<file path="src/rtl/ring_switch_alloc.sv">
// ring_switch_alloc: 3-port ring router switch allocator with per-output round-robin and credit tracking.
// Define RING_SWALLOC_STALL_CNT_EN to add per-output stall counters on stall_cnt.
module ring_switch_alloc #(
  parameter int NUM_PORTS = 3,
  parameter int CREDITS = 4,
  parameter int CNT_W = 3
) (
  input  logic                       clk,
  input  logic                       rst,
  input  logic [NUM_PORTS-1:0]       in_valid,
  input  logic [2*NUM_PORTS-1:0]     in_dir,
  output logic [NUM_PORTS-1:0]       in_grant,
  output logic [NUM_PORTS-1:0]       out_valid,
  output logic [2*NUM_PORTS-1:0]     out_sel,
  input  logic [NUM_PORTS-1:0]       credit_ret,
  output logic [CNT_W*NUM_PORTS-1:0] credit_cnt,
`ifdef RING_SWALLOC_STALL_CNT_EN
  output logic [16*NUM_PORTS-1:0]    stall_cnt,
`endif
  output logic                       dir_err
);
  logic [CNT_W-1:0] cred [NUM_PORTS];
  logic [CNT_W-1:0] cred_nx [NUM_PORTS];
  logic [1:0] ptr [NUM_PORTS];
  logic [1:0] win [NUM_PORTS];
  logic [NUM_PORTS-1:0] raw [NUM_PORTS];
  logic [NUM_PORTS-1:0] req [NUM_PORTS];
  logic [NUM_PORTS-1:0] gnt [NUM_PORTS];
  logic [NUM_PORTS-1:0] gnt_any, ovf;
  logic [2:0] j;
  logic bad;
  // Searching from lowest priority to highest lets the highest-priority hit overwrite.
  always_comb begin
    gnt_any = '0;
    ovf = '0;
    bad = 1'b0;
    j = '0;
    for (int i = 0; i < NUM_PORTS; i++) bad = bad | (in_valid[i] & (in_dir[2*i+:2] == 2'b11));
    for (int o = 0; o < NUM_PORTS; o++) begin
      raw[o] = '0;
      req[o] = '0;
      gnt[o] = '0;
      win[o] = '0;
      for (int i = 0; i < NUM_PORTS; i++) begin
        raw[o][i] = in_valid[i] & (in_dir[2*i+:2] == 2'(o)) & ~in_grant[i];
        req[o][i] = raw[o][i] & (cred[o] != '0);
      end
      for (int k = NUM_PORTS-1; k >= 0; k--) begin
        j = {1'b0, ptr[o]} + 3'(k);
        j = (j >= 3'(NUM_PORTS)) ? j - 3'(NUM_PORTS) : j;
        if (req[o][j[1:0]]) begin
          gnt[o] = '0;
          gnt[o][j[1:0]] = 1'b1;
          win[o] = j[1:0];
        end
      end
      gnt_any = gnt_any | gnt[o];
      ovf[o] = credit_ret[o] & ~(|gnt[o]) & (cred[o] == CNT_W'(CREDITS));
      cred_nx[o] = (|gnt[o] & ~credit_ret[o]) ? cred[o] - CNT_W'(1) :
                   (credit_ret[o] & ~(|gnt[o]) & ~ovf[o]) ? cred[o] + CNT_W'(1) : cred[o];
    end
  end
  always_ff @(posedge clk) begin
    if (rst) begin
      in_grant <= '0;
      out_valid <= '0;
      out_sel <= '0;
      dir_err <= 1'b0;
      for (int o = 0; o < NUM_PORTS; o++) begin
        cred[o] <= CNT_W'(CREDITS);
        ptr[o] <= '0;
      end
    end else begin
      in_grant <= gnt_any;
      dir_err <= dir_err | bad | (|ovf);
      for (int o = 0; o < NUM_PORTS; o++) begin
        out_valid[o] <= |gnt[o];
        out_sel[2*o+:2] <= win[o];
        cred[o] <= cred_nx[o];
        if (|gnt[o]) ptr[o] <= (win[o] == 2'(NUM_PORTS-1)) ? '0 : win[o] + 2'd1;
      end
    end
  end
`ifdef RING_SWALLOC_STALL_CNT_EN
  logic [15:0] stall [NUM_PORTS];
  // A cycle stalls when someone wants the output but credit is gone or a requester loses.
  always_ff @(posedge clk) begin
    for (int o = 0; o < NUM_PORTS; o++) begin
      if (rst) stall[o] <= '0;
      else if ((raw[o] != '0) && ((cred[o] == '0) || ($countones(raw[o]) > 1)) && (stall[o] != 16'hFFFF))
        stall[o] <= stall[o] + 16'd1;
    end
  end
`endif
  for (genvar g = 0; g < NUM_PORTS; g++) begin : g_out
    assign credit_cnt[CNT_W*g+:CNT_W] = cred[g];
`ifdef RING_SWALLOC_STALL_CNT_EN
    assign stall_cnt[16*g+:16] = stall[g];
`endif
  end
endmodule

</file>
<file path="config.mk">
export PLATFORM = sky130hd
export DESIGN_NAME = ring_switch_alloc
export DESIGN_NICKNAME = d
export VERILOG_FILES = /design/src/rtl/ring_switch_alloc.sv
export SDC_FILE = /design/constraint.sdc
export NUM_CORES = 1
export LEC_CHECK = 0
export ABC_CLOCK_PERIOD_IN_PS = 7950
export CORE_ASPECT_RATIO = 0.6
export CORE_MARGIN = 5
export CORE_UTILIZATION = 50
export DETAILED_ROUTE_END_ITERATION = 12
export PLACE_DENSITY = 0.83
export SLEW_MARGIN = 20
export SYNTH_ARGS = -nofsm -noshare
export SYNTH_HDL_FRONTEND = slang
export SYNTH_SLANG_ARGS = --single-unit
export TNS_END_PERCENT = 5
</file>
<file path="constraint.sdc">
create_clock -name clk -period 7.95 [get_ports clk]
set_input_delay 1.1925 -clock clk [delete_from_list [all_inputs] [get_ports clk]]
set_output_delay 1.1925 -clock clk [all_outputs]
set_load 0.05 [all_outputs]
</file>
==> impl_results.md, run 1 <==
* Final core utilization at 0.594
* Starting DRT DRC Count at 210
* Maximum root-to-sink buffer count at 2
* Net count after synthesis at between 300 and 400
* Most instantiated flip-flop cell in the synthesis netlist: sky130_fd_sc_hd__dfxtp_1
* Required time at the worst-slack endpoint at about 8.1 ns
* Commonest non-fill, non-tap cell in the layout: sky130_fd_sc_hd__clkdlybuf4s50_1
* Clock Pin Slew Worst Setup and Hold Paths at roughly 0.09 ns
* Proportion of register bits with asynchronous set or reset after synthesis at 0
* Layout overhead on the synthesized area at 16.9%
* First-pass GRT wire length at about 10000 µm
* Number of hold-repair buffers added at the cts stage at 0
* Largest cells by area after synthesis: sky130_fd_sc_hd__dfxtp_1 17%, sky130_fd_sc_hd__ha_1 7.4%, sky130_fd_sc_hd__edfxtp_1 7.1%, sky130_fd_sc_hd__nor2_1 4.4%, sky130_fd_sc_hd__a21oi_1 3.6%
* Largest fanout of any net on the critical path at 7
* Number of pins exceeding their max-slew limit in the final report at 0
* FP Rows at 20
* Hold Crit Endpoint: cred[0][7]
* Setup WS pre-CTS at around 3.2 ns
* Final clock period utilization by the worst path at 0.576
* Setup repair after global routing missed its margin: no
* Leakage power summed over all cells at ~1.1 nW
* DR DRC count at 0
* Worst clock skew at roughly 0.0091 ns
* Run status: completed
* Share of layout cells above drive strength 1 at 0.0702
* Detailed-route wire length at around 6500 µm
* Port buffer count at 35
* Post-detailed-route count of antenna-violating nets at 0
* Via density per instance at around 6.2
* Type of destination of the critical path: flop
* Critical path class: input pin to flop
* Worst vdd rail ir drop at about 0.00018 V
* Post-route worst hold slack at a little under 0.6 ns
* YS warnings at 0
* Reg-to-reg setup timing slack at roughly 4.3 ns
* Finished layout cell area at roughly 3000 µm²
* Clock insertion delay at the later pin of the skew report at between 0.2 and 0.3 ns
* Placer Congestion at about 0.96
* Die footprint at 6630 µm²
* Slew HR at 0.418
* Cell count after synthesis at approximately 320
* Post-Route Setup TNS at 0 ns
* Area of the multi-input gates at about 1800 µm²
* Avg Synthesized Cell Area at roughly 8.0 µm²
* CTS tree: yes
* Core footprint at 4980 µm²
* Cell area power density at 382 nW/µm²
* Netlist area before placement at about 2500 µm²
* Remaining global-route overflow at 0
* Cell at the root of the clock tree: sky130_fd_sc_hd__clkbuf_8
* Number of inserted filler cells in the final layout at between 400 and 500
* Antenna violations before repair at 0
* Initial core utilization at 0.508
* Average wire length per cell after detail routing at roughly 16 µm
* Hold-critical path depth at 2
* Netlist cell types at between 60 and 70
* Total track usage at 0.194
* Setup Fix Bufs, Post-CTS at 0
* Final hold violations at 0
* Sequential cell area in the final layout at slightly above 600 µm²
* Maximum number of pins on one net before global-route repair at 30
* Setup-failing EPs final at 0
* Most frequent cells in the layout: 35 x sky130_fd_sc_hd__clkdlybuf4s50_1, 30 x sky130_fd_sc_hd__nor2_1, 24 x sky130_fd_sc_hd__inv_1, 23 x sky130_fd_sc_hd__nand2_1, 22 x sky130_fd_sc_hd__dfxtp_1
* Count of flip-flops with a built-in enable after synthesis at 6
* Fraction of the yosys area taken by sequential cells at 0.245
* Number of cells on the worst reg-to-reg path at 13
* TritonRoute pass-1 iters at 5
* Setup slack of the critical path after layout at around 3.4 ns
* Number of synthesized register bits at 28
* Clk sink count at 28
* Height of the chip at between 60 and 70 µm
* Post-detailed-placement half-perimeter wirelength at 4860 µm
* Dominant cell type by area after synthesis: sky130_fd_sc_hd__dfxtp_1
* Critical path arrival at approximately 4.8 ns
* Endpoint of the worst register-to-register path: cred[0][2]
* # resized after CTS at 0
* Width of the chip at around 100 µm
* Cell area after placement at between 2000 and 3000 µm²
* Start of the worst register-to-register path: ptr[0][1]
* Count of antenna diodes in the layout at 0
* Origin of the worst min-delay path: cred[0][7]
* Number of global-route vias before repair at 2114
* Tightest Hold Check Type: flop to flop
* Startpoint type of the worst setup path: input pin
* Nets at 375
* Slew @ Worst Pin at roughly 0.87 ns
* Area fraction of the dominant cell type after synthesis at 0.174
* TritonCTS Buffers at 3
* Final Critical Period at 4.58 ns
* F_max at 218 MHz
* Max Cap Viol at 0
* IO Pins at 36
* Total vias in the final route at 2520
* CTS H-Tree Depth at 1
-- metal layers --
layer  up-vias  GRT usage  wire [µm]
met1      1135      0.304       3150
met2       135      0.279       2530
met4         0     0.0327        108
met5         -          0          0
met3        13     0.0318        684
li1       1237          -          -
-- per-stage QoR --
step                      power (mW)  instances
after floorplan                0.851        316
after global placement          1.02        404
after detailed placement        1.03        404
after CTS                       1.12        408
after global routing            1.21        408
final                           1.13        408
-- critical path: stages --
cell,delay (ns)
sky130_fd_sc_hd__clkdlybuf4s50_1,0.56
sky130_fd_sc_hd__nor4bb_2,0.72
sky130_fd_sc_hd__a21oi_1,0.14
sky130_fd_sc_hd__o311ai_0,0.39
sky130_fd_sc_hd__o211ai_1,0.23
sky130_fd_sc_hd__a31oi_1,0.29
sky130_fd_sc_hd__inv_1,0.09
sky130_fd_sc_hd__fa_1,0.43
sky130_fd_sc_hd__nor3b_1,0.21
sky130_fd_sc_hd__a22oi_1,0.09
sky130_fd_sc_hd__a2111o_1,0.41
-- logic make-up (layout without fill, tap and decap cells) --
family / count (synthesis) / count (layout) / synth area share
buf+inv: 38 / 64 / 0.0588
mux: 7 / 7 / 0.0311
compound gates: 79 / 79 / 0.212
simple gates: 144 / 144 / 0.348
fa+ha+maj: 18 / 18 / 0.0979
xor+xnor: 2 / 2 / 0.00692
flops: 28 / 28 / 0.245
-- synthesized netlist by cell type (4+ instances only) --
cell                        instances
sky130_fd_sc_hd__nand3_1           14
sky130_fd_sc_hd__and3_1             6
sky130_fd_sc_hd__dfxtp_1           22
sky130_fd_sc_hd__a21oi_1           18
sky130_fd_sc_hd__o211ai_1           6
sky130_fd_sc_hd__edfxtp_1           6
sky130_fd_sc_hd__or3_1              7
sky130_fd_sc_hd__nor2_1            30
sky130_fd_sc_hd__nand2b_1           6
sky130_fd_sc_hd__nand4bb_1          6
sky130_fd_sc_hd__nor3_1            13
sky130_fd_sc_hd__o21ai_0           14
sky130_fd_sc_hd__ha_1              15
sky130_fd_sc_hd__a31oi_1            9
sky130_fd_sc_hd__nand2_1           23
sky130_fd_sc_hd__a211oi_1           4
sky130_fd_sc_hd__inv_1             24
sky130_fd_sc_hd__nand4_1            5
sky130_fd_sc_hd__clkbuf_1          11
sky130_fd_sc_hd__nor4_1             6
sky130_fd_sc_hd__and2_1             4
-- where the power goes --
group / switching [mW] / internal, mW
sequential: 0.0529 / 0.202
clock: 0.0461 / 0.0361
combinational: 0.507 / 0.286
total: 0.606 / 0.525
-- layout make-up --
type | count | area share
Sequential cell | 28 | 0.210
Tap cell | 66 | 0.0279
Timing Repair Buffer | 36 | 0.121
Clock buffer | 4 | 0.0152
Multi-Input combinational cell | 250 | 0.596
Inverter | 24 | 0.0305
-- worst max path at each step --
| stage | start | to | slack (ns) |
|---|---|---|---|
| final | in_dir[5] | cred[0][5] | 3.37 |
| after global routing | in_dir[5] | cred[0][5] | 3.22 |
| after CTS | in_dir[5] | cred[0][5] | 3.48 |
| after detailed placement | in_dir[5] | cred[0][5] | 3.19 |
| after global placement | in_dir[5] | cred[0][5] | 3.24 |
| after floorplan | in_dir[0] | cred[0][2] | 4.18 |
-- sequential cells by signal, indices dropped and copies added, names as in the netlist --
| name | cells |
|---|---|
| out_valid | 3 |
| in_grant | 3 |
| cred | 9 |
| dir_err | 1 |
| ptr | 6 |
| out_sel | 6 |
No activity file was read; power rests on OpenSTA's default activity.
==> inputs of run 2 (changes only) <==
--- a/config.mk
+++ b/config.mk
@@ -5,12 +5,12 @@
 export SDC_FILE = /design/constraint.sdc
 export NUM_CORES = 1
 export LEC_CHECK = 0
-export ABC_CLOCK_PERIOD_IN_PS = 7950
+export ABC_CLOCK_PERIOD_IN_PS = 4000
 export CORE_ASPECT_RATIO = 0.6
 export CORE_MARGIN = 5
 export CORE_UTILIZATION = 50
 export DETAILED_ROUTE_END_ITERATION = 12
-export PLACE_DENSITY = 0.83
+export PLACE_DENSITY = 0.86
 export SLEW_MARGIN = 20
 export SYNTH_ARGS = -nofsm -noshare
 export SYNTH_HDL_FRONTEND = slang
==> constraint.sdc (replaced) <==
create_clock -name clk -period 4 [get_ports clk]
set_input_delay 0.6 -clock clk [delete_from_list [all_inputs] [get_ports clk]]
set_output_delay 0.6 -clock clk [all_outputs]
set_load 0.05 [all_outputs]
==> run 2 against run 1 <==
  * Clock skew fell by 0.0053 ns
  * Routed wire length grew 5.7%
  * Total power rose by 110%
  * Sequential share of layout area down 0.54 points
  * Die area did not move
  * First-iteration DRC count grew 26%
  * Critical path type unchanged
  * Utilization increased by 1.6 points
  * Non-clock buffer count rose by 7
==> impl_results.md, run 2 (synthesized netlist as in run 1, its figures left out) <==
* Tightest Hold Check Type: flop to flop
* Critical path arrival at 3.90 ns
* Setup-failing EPs final at 0
* Via density per instance at ~6.4
* Most frequent cells in the layout: 35 x sky130_fd_sc_hd__clkdlybuf4s50_1, 30 x sky130_fd_sc_hd__nor2_1, 24 x sky130_fd_sc_hd__inv_1, 23 x sky130_fd_sc_hd__nand2_1, 22 x sky130_fd_sc_hd__dfxtp_1
* Register with the highest flop count: cred
* Cells along the critical path: clkdlybuf4s50_1 -> nor4bb_2 -> a21oi_1 -> o311ai_0 -> o211ai_1 -> a31oi_1 -> inv_1 -> fa_1 -> nor3b_1 -> a22oi_1 -> a2111o_1
* F_max at 268 MHz
* Setup Fix Bufs, Post-CTS at 0
* Largest registers: cred x9, out_sel x6, ptr x6
* Die footprint at ~6600 µm²
* DR DRC count at 0
* Required time at the worst-slack endpoint at ~4.2 ns
* Run status: completed
* Total track usage at 0.209
* Path length in cells of the critical path at 11
* Critical path class: input pin to flop
* CTS H-Tree Depth at 1
* Startpoint type of the worst setup path: input pin
* Number of hold-repair buffers added at the cts stage at 0
* Maximum number of pins on one net before global-route repair at 17
* Setup repair after global routing missed its margin: no
* Number of global-route vias before repair at around 2300
* Final hold violations at 0
* Nets at around 380
* Detailed-route wire length at 6840 µm
* Setup crit start: in_valid[2]
* # resized after CTS at 0
* Worst vdd rail ir drop at 0.000421 V
* Antenna violations before repair at 0
* Leakage power summed over all cells at approximately 1.1 nW
* Final Critical Period at approximately 3.7 ns
* Number of flip-flops in the largest register at 9
* Final core utilization at 0.610
* CTS tree: yes
* Layout overhead on the synthesized area at 20.0%
* FP Rows at 20
* Master of the slowest instance on the critical path: sky130_fd_sc_hd__clkdlybuf4s50_1
* Slew @ Worst Pin at 0.883 ns
* Clock Pin Slew Worst Setup and Hold Paths at approximately 0.09 ns
* Largest fanout of any net on the critical path at 7
* Clk sink count at 28
* Clock insertion delay at the later pin of the skew report at about 0.28 ns
* Cell at the root of the clock tree: sky130_fd_sc_hd__clkbuf_8
* Count of buffer and inverter cells on the critical path at 2
* Start of the worst register-to-register path: ptr[0][3]
* Post-detailed-route count of antenna-violating nets at 0
* Slowest cell delay on critical path at roughly 0.60 ns
* First-pass GRT wire length at between 10000 and 15000 µm
* Type of destination of the critical path: flop
* Total vias in the final route at between 2000 and 3000
* Share of layout cells above drive strength 1 at 0.0917
* Core footprint at ~5000 µm²
* Reg-to-reg setup timing slack at around 0.53 ns
* Cell area power density at a little under 800 nW/µm²
* Count of antenna diodes in the layout at 0
* Post-detailed-placement half-perimeter wirelength at 5140 µm
* Initial core utilization at 0.508
* Width of the chip at 102 µm
* Height of the chip at 65.1 µm
* Crit path capture: cred[0][5]
* Starting DRT DRC Count at 265
* TritonCTS Buffers at 3
* Final clock period utilization by the worst path at 0.933
* IO Pins at 36
* Max Cap Viol at 0
* Average wire length per cell after detail routing at 16.5 µm
* Placer Congestion at roughly 0.9
* Maximum root-to-sink buffer count at 2
* TritonRoute pass-1 iters at 5
* Number of cells on the worst reg-to-reg path at 13
* Hold-critical path depth at 2
* Number of pins exceeding their max-slew limit in the final report at 0
* Slew HR at 0.407
* Commonest non-fill, non-tap cell in the layout: sky130_fd_sc_hd__clkdlybuf4s50_1
* CP delay by family, top: compound AO/OA/AOI/OAI gates
* Post-Route Setup TNS at 0 ns
* Port buffer count at 35
* Worst clock skew at approximately 0.0038 ns
* Endpoint of the worst register-to-register path: cred[0][5]
* Remaining global-route overflow at 0
## run 2: stage by stage
step	power [mW]	std cells	instance area, µm²	hold slack, ns	setup WS [ns]
floorplan	1.69	316	2530	0.749	0.818
global placement	2.06	411	2970	0.551	0.177
detailed placement	2.11	411	2970	0.554	0.0628
CTS	2.35	415	3040	0.577	0.336
global route	2.55	415	3040	0.616	0.0246
finish	2.38	415	3040	0.583	0.270
## run 2: layout make-up
class / instances / area [µm²]
Fill cell: 432 / 1940
Multi-Input combinational cell: 250 / 1760
Sequential cell: 28 / 621
Timing Repair Buffer: 43 / 410
Inverter: 24 / 90.1
Tap cell: 66 / 82.6
Clock buffer: 3 / 41.3
Clock inverter: 1 / 30.0
## run 2: worst min path at each step
stage,start,end
floorplan,cred[0][7],cred[0][7]
global placement,cred[0][7],cred[0][7]
detailed placement,cred[0][7],cred[0][7]
CTS,cred[0][7],cred[0][7]
global route,cred[0][7],cred[0][7]
finish,cred[0][7],cred[0][7]
## run 2: where the power goes
| group | internal (mW) | total, mW | switching (mW) |
|---|---|---|---|
| registers | 0.402 | 0.507 | 0.105 |
| clock network | 0.134 | 0.227 | 0.0926 |
| logic | 0.614 | 1.64 | 1.03 |
| total | 1.15 | 2.38 | 1.23 |
## run 2: metal layers
layer / vias to the layer above / share of wire / track usage
li1: 1250 / - / -
met1: 1254 / 0.46 / 0.305
met2: 132 / 0.43 / 0.322
met3: 13 / 0.096 / 0.0435
met4: 0 / 0.012 / 0.0376
met5: - / 0 / 0
## run 2: worst min-delay path, stage by stage, from the launching register on
cell                      delay [ns]
sky130_fd_sc_hd__dfxtp_1        0.37
sky130_fd_sc_hd__nand3_1        0.09
sky130_fd_sc_hd__a31oi_1        0.08
